**src/rtl/regfile_pkg.sv**
```systemverilog
// rtl/regfile_pkg.sv - shared constants, state type and access check for the register-file arbiter
package regfile_pkg;

  localparam int ADDR_W = 7;
  localparam int DATA_W = 32;

  localparam logic [ADDR_W-1:0] ADDR_CNAME    = 7'h00;
  localparam logic [ADDR_W-1:0] ADDR_CVERSION = 7'h01;
  localparam logic [ADDR_W-1:0] PORT_BASE     = 7'h02;
  localparam int                REGS_PER_PORT = 5;
  localparam int                NUM_PORTS     = 16;
  localparam logic [ADDR_W-1:0] ADDR_LAST     = ADDR_W'(PORT_BASE + NUM_PORTS * REGS_PER_PORT - 1);

  typedef enum logic [1:0] {IDLE, ISSUE, WAIT, RESP} state_e;

  // ID words below ro_top accept reads only; anything past max_addr is unmapped
  function automatic logic access_ok(input logic r_wn, input logic [ADDR_W-1:0] addr,
                                     input logic [ADDR_W-1:0] ro_top,
                                     input logic [ADDR_W-1:0] max_addr);
    return (addr <= max_addr) && (r_wn || (addr >= ro_top));
  endfunction

endpackage

```
**src/rtl/rr_arb2.sv**
```systemverilog
// rtl/rr_arb2.sv - two-way round-robin grant with a last-served pointer
module rr_arb2 (
  input  logic       clk,
  input  logic       rst_n,
  input  logic [1:0] i_req,
  input  logic       i_done,
  input  logic       i_done_id,
  output logic       o_gnt_valid,
  output logic       o_gnt_id
);

  logic r_last;

  // Reset to "m1 served last" so the first tie goes to m0
  always_ff @(posedge clk or negedge rst_n) begin
    if (!rst_n) begin
      r_last <= 1'b1;
    end else if (i_done) begin
      r_last <= i_done_id;
    end
  end

  assign o_gnt_valid = |i_req;
  assign o_gnt_id    = (&i_req) ? ~r_last : i_req[1];

endmodule

```
**src/rtl/regfile_arbiter.sv**
```systemverilog
// rtl/regfile_arbiter.sv - serialises core and debug accesses onto one registered register-file port
module regfile_arbiter #(
  parameter int                              ADDR_W   = regfile_pkg::ADDR_W,
  parameter int                              DATA_W   = regfile_pkg::DATA_W,
  parameter int                              RD_LAT   = 1,
  parameter logic [regfile_pkg::ADDR_W-1:0]  RO_TOP   = regfile_pkg::PORT_BASE,
  parameter logic [regfile_pkg::ADDR_W-1:0]  MAX_ADDR = regfile_pkg::ADDR_LAST
) (
  input  logic              clk,
  input  logic              rst_n,
  input  logic              i_m0_req,
  input  logic              i_m0_r_wn,
  input  logic [ADDR_W-1:0] i_m0_addr,
  input  logic [DATA_W-1:0] i_m0_wdata,
  output logic              o_m0_ack,
  output logic              o_m0_err,
  output logic [DATA_W-1:0] o_m0_rdata,
  input  logic              i_m1_req,
  input  logic              i_m1_r_wn,
  input  logic [ADDR_W-1:0] i_m1_addr,
  input  logic [DATA_W-1:0] i_m1_wdata,
  output logic              o_m1_ack,
  output logic              o_m1_err,
  output logic [DATA_W-1:0] o_m1_rdata,
  output logic              o_rf_en,
  output logic              o_rf_r_wn,
  output logic [ADDR_W-1:0] o_rf_addr,
  output logic [DATA_W-1:0] o_rf_wdata,
  input  logic [DATA_W-1:0] i_rf_rdata
);

  import regfile_pkg::*;

  localparam int CNT_W = (RD_LAT < 1) ? 1 : $clog2(RD_LAT + 1);

  state_e            r_state;
  logic              r_gnt;
  logic              r_ok;
  logic [CNT_W-1:0]  r_cnt;
  logic              r_rf_en;
  logic              r_rf_r_wn;
  logic [ADDR_W-1:0] r_rf_addr;
  logic [DATA_W-1:0] r_rf_wdata;
  logic              r_m0_ack;
  logic              r_m0_err;
  logic [DATA_W-1:0] r_m0_rdata;
  logic              r_m1_ack;
  logic              r_m1_err;
  logic [DATA_W-1:0] r_m1_rdata;

  logic              w_gnt_valid;
  logic              w_gnt_id;
  logic              w_done;
  logic              w_sel_r_wn;
  logic [ADDR_W-1:0] w_sel_addr;
  logic [DATA_W-1:0] w_sel_wdata;
  logic              w_sel_ok;

  assign w_done = (r_state == RESP);

  rr_arb2 u_arb (
    .clk        (clk),
    .rst_n      (rst_n),
    .i_req      ({i_m1_req, i_m0_req}),
    .i_done     (w_done),
    .i_done_id  (r_gnt),
    .o_gnt_valid(w_gnt_valid),
    .o_gnt_id   (w_gnt_id)
  );

  assign w_sel_r_wn  = w_gnt_id ? i_m1_r_wn  : i_m0_r_wn;
  assign w_sel_addr  = w_gnt_id ? i_m1_addr  : i_m0_addr;
  assign w_sel_wdata = w_gnt_id ? i_m1_wdata : i_m0_wdata;
  assign w_sel_ok    = access_ok(w_sel_r_wn, w_sel_addr, RO_TOP, MAX_ADDR);

  // Legality is resolved while latching so rf_en can be a plain register in ISSUE
  always_ff @(posedge clk or negedge rst_n) begin
    if (!rst_n) begin
      r_state    <= IDLE;
      r_gnt      <= 1'b0;
      r_ok       <= 1'b0;
      r_cnt      <= '0;
      r_rf_en    <= 1'b0;
      r_rf_r_wn  <= 1'b0;
      r_rf_addr  <= '0;
      r_rf_wdata <= '0;
      r_m0_ack   <= 1'b0;
      r_m0_err   <= 1'b0;
      r_m0_rdata <= '0;
      r_m1_ack   <= 1'b0;
      r_m1_err   <= 1'b0;
      r_m1_rdata <= '0;
    end else begin
      r_rf_en  <= 1'b0;
      r_m0_ack <= 1'b0;
      r_m0_err <= 1'b0;
      r_m1_ack <= 1'b0;
      r_m1_err <= 1'b0;
      case (r_state)
        IDLE: begin
          if (w_gnt_valid) begin
            r_gnt      <= w_gnt_id;
            r_rf_r_wn  <= w_sel_r_wn;
            r_rf_addr  <= w_sel_addr;
            r_rf_wdata <= w_sel_wdata;
            r_ok       <= w_sel_ok;
            r_rf_en    <= w_sel_ok;
            r_state    <= ISSUE;
          end
        end
        ISSUE: begin
          if (r_ok && r_rf_r_wn) begin
            r_cnt   <= CNT_W'(RD_LAT);
            r_state <= WAIT;
          end else begin
            r_state <= RESP;
            if (r_gnt) begin
              r_m1_ack <= 1'b1;
              r_m1_err <= ~r_ok;
              if (!r_ok && r_rf_r_wn) r_m1_rdata <= '0;
            end else begin
              r_m0_ack <= 1'b1;
              r_m0_err <= ~r_ok;
              if (!r_ok && r_rf_r_wn) r_m0_rdata <= '0;
            end
          end
        end
        WAIT: begin
          r_cnt <= r_cnt - CNT_W'(1);
          if (r_cnt == CNT_W'(1)) begin
            r_state <= RESP;
            if (r_gnt) begin
              r_m1_ack   <= 1'b1;
              r_m1_rdata <= i_rf_rdata;
            end else begin
              r_m0_ack   <= 1'b1;
              r_m0_rdata <= i_rf_rdata;
            end
          end
        end
        RESP: begin
          r_state <= IDLE;
        end
        default: begin
          r_state <= IDLE;
        end
      endcase
    end
  end

  assign o_rf_en    = r_rf_en;
  assign o_rf_r_wn  = r_rf_r_wn;
  assign o_rf_addr  = r_rf_addr;
  assign o_rf_wdata = r_rf_wdata;
  assign o_m0_ack   = r_m0_ack;
  assign o_m0_err   = r_m0_err;
  assign o_m0_rdata = r_m0_rdata;
  assign o_m1_ack   = r_m1_ack;
  assign o_m1_err   = r_m1_err;
  assign o_m1_rdata = r_m1_rdata;

endmodule

```
**config.mk**
```make
export PLATFORM = sky130hd
export DESIGN_NAME = regfile_arbiter
export DESIGN_NICKNAME = d
export VERILOG_FILES = /design/src/rtl/regfile_pkg.sv /design/src/rtl/rr_arb2.sv /design/src/rtl/regfile_arbiter.sv
export SDC_FILE = /design/constraint.sdc
export NUM_CORES = 1
export LEC_CHECK = 0
export ABC_CLOCK_PERIOD_IN_PS = 1650
export CORE_ASPECT_RATIO = 2
export CORE_MARGIN = 1.5
export CORE_UTILIZATION = 39
export CTS_BUF_LIST = sky130_fd_sc_hd__clkbuf_4
export CTS_CLUSTER_DIAMETER = 30
export DETAILED_ROUTE_END_ITERATION = 10
export MAX_ROUTING_LAYER = met4
export PLACE_DENSITY = 0.9
export SYNTH_ARGS = -nofsm -noshare
export SYNTH_HDL_FRONTEND = slang
export SYNTH_SLANG_ARGS = --single-unit
```
**constraint.sdc**
```tcl
create_clock -name clk -period 1.65 [get_ports clk]
set_input_delay 0.4125 -clock clk [delete_from_list [all_inputs] [get_ports clk]]
set_output_delay 0.4125 -clock clk [all_outputs]
set_load 0.03 [all_outputs]
```
==> flow_summary.toml <==
[outcome]
outcome = "finished with violations"
violations = "setup timing"

[synth]
synth_most_common_cell = "nand2_1"
synth_area_sq_mm = 0.00487
synth_ff_type = "dfrtp_1"
postSynthAreaPerCell_sq_um = 10.1
ys_seq_area_share_pct = 59.1
synth_top_area_share_pct = 58.6
synth.top_cells.by_count = "140 x nand2_1, 114 x dfrtp_1, 104 x o21ai_0, 39 x mux2i_1, 11 x clkbuf_1"
postSynthCellCount = 480
netlist-cell-type-count = 34
synth_area_leader_cell = "dfrtp_1"
ys_async_sr_fraction_pct = 100
synth_edf_count = 0
yosys_warnings = 0
synth_seq_cells = 115
syn-num-nets = 600
synthTopCellsByArea = "dfrtp_1 59%, nand2_1 11%, o21ai_0 11%, mux2i_1 8.0%, buf_4 1.1%"

[timing]
max_freq_mhz = 589
hold_viol = 0
drv_slew = 0
fin_ws_ps = -48.0
rsz0062_at_grt = "yes"
setup_violations = 23
fin_crit_ps = 1700
tns_ps = -441
fin_crit_sh_pct = 103
worst_pin_slew_ps = 444
fin_skew_ps = 21.6
max-slew-margin-rel_pct = 70.4

[final_layout]
area_growth_pct = 60.2
drive_above_1_share_pct = 30.5
fin_area_sq_mm = 0.00780
nets = 859
instances_no_fill = 900

[power_and_ir_drop]
ir_worst_vdd_mv = 1.08
power.total_mw = 15.6
p_leak_nw = 3.78
powerDensity_mw_per_mm2 = 2010

[floorplan]
die_w_microns = 82.0
start_util_pct = 39.9
die-height_microns = 161
ios = 225
core_area_sq_mm = 0.0122
dieArea_sq_mm = 0.0132
rows = 57

[clock_network]
cts_max_path_buffers = 2
htree_levels = 4
clk_transition_reported_paths_ps = 120
cts_root_buffer = "clkbuf_4"
cts_buffers = 17
clkSinkCount = 115
clock_latency_ps = 500
cts_tree = "built"

[worst_setup_path]
worstPathCellList = "buf_6 > ha_4 > mux2_4 > o211ai_4 > buf_4 > buf_12 > nand2_1 > o21ai_0"
critPathBufInv = 3
cp-end-kind = "flip-flop"
timing_worst_setup_path_type = "flip-flop to flip-flop"
slowest_delay_ps = 410
arrival_ps = 2080
cp-start-kind = "flip-flop"
cp_max_fo = 19
critPathSlowestCell = "dfrtp_1"
crit_family = "buffers and inverters"
required_ps = 2030

[drt]
wl_per_cell_microns = 16.9
vias = 4647
drc_errors = 0
wirelength_microns = 15200
via_per_inst = 5.16
drt_iter0_markers = 171
dr.pass1.iters = 4
antenna_left = 0

[global_route]
grt_usage_pct = 22.5
grt.overflow.total = 0
grt_pass1_vias = 4746
grt_pass1_wl_microns = 22000
grt_max_degree = 82
antenna_found_initial = 1

[job]
cap_violations = 0

[place]
place_inst = 851
place_area_sq_mm = 0.00749
dp_hpwl_microns = 10600
gp_congestion = 0.860
pre_cts_slack_ps = -306
numPortBuffers = 224

[hold_path]
hold_path_class = "primary input to flip-flop"
timing repair:
action | CTS | global route
endpoints found under the hold margin | 114 | 0
setup endpoints to repair | 125 | 107
cloned | 1 | 7
pin swaps | 1 | 7
hold buffers | 1 | 0
resized for setup | 402 | 150
setup buffers | 3 | 5
routing by layer:
metal | GRT usage (%) | part of all wire (%) | up-vias
met2 | 41.4 | 58 | 223
met5 | - | 0 | -
met4 | 9.63 | 2.8 | 0
met1 | 21.6 | 33 | 2236
li1 | - | - | 2151
met3 | 4.69 | 5.9 | 37
path summary, 6_finish.rpt:
| kind | start | to | slack (ps) | depth (start not counted) |
|---|---|---|---|---|
| max in group asynchronous | rst_n | o_rf_addr[2] | 780 | 3 |
| hold / removal | i_rf_rdata[25] | o_m1_rdata[25] | 480 | 3 |
| min in group asynchronous | rst_n | o_m1_rdata[22] | 520 | 3 |
| setup / recovery | r_state[1] | o_m0_rdata[5] | -50 | 8 |
| hold reg to reg | o_rf_addr[2] | o_rf_addr[2] | 480 | 2 |
| setup reg to reg | r_state[1] | o_m0_rdata[5] | -50 | 8 |
cell usage in the layout, fill, tap and decap left out, types with 4 or more instances in the layout:
master	instances
nor3_1	6
clkbuf_16	5
nand2_2	13
clkdlybuf4s50_1	114
bufinv_16	4
clkinv_4	4
dfrtp_1	114
o21ai_0	78
clkbuf_4	18
o21ai_2	13
inv_1	6
nand3_1	4
o21ai_1	13
clkdlybuf4s15_2	26
buf_6	5
nand2_1	125
buf_4	26
buf_2	82
mux2i_1	39
buf_12	10
nor2_1	4
inv_6	4
registers in the layout, indices dropped and copies added, names as in the netlist, 2 cells and up:
signal	cells
o_m1_rdata	32
r_state	2
o_rf_wdata	32
o_rf_addr	7
o_m0_rdata	32
layout make-up:
cell class	count	area (sq um)
tap	147	184
sequential	115	2880
multi-input combinational	329	1940
timing repair buffer	269	2430
inverter	7	26.3
clock buffer	18	135
antenna	1	2.50
clock inverter	14	201
fill	968	4390
metrics by stage:
step / util [%] / hold slack, ps
after CTS: 64.0 / 430
after global routing: 64.0 / 441
after floorplan: - / 117
final: 64.0 / 484
after global placement: 61.4 / 462
after detailed placement: 61.4 / 469
cell families after synthesis:
family | after synthesis | synth area share (%)
buffers and inverters | 36 | 3.98
AOI/OAI and AO/OA | 122 | 14.1
adders and majority gates | 4 | 1.03
and+or+nand+nor | 161 | 13.1
muxes | 42 | 8.71
DFF | 115 | 59.1
tightest hold or removal path, stage by stage:
cell             delay, ps
clkdlybuf4s50_1        400
nand2_1                 80
o21ai_1                 70
power breakdown:
group	total, mW	switching [mW]	leakage (nW)	internal (mW)
clock	2.39	1.14	0.176	1.24
combinational	8.47	5.36	2.11	3.11
sequential	4.79	0.748	1.50	4.04
No activity file was read; power rests on OpenSTA's default activity.
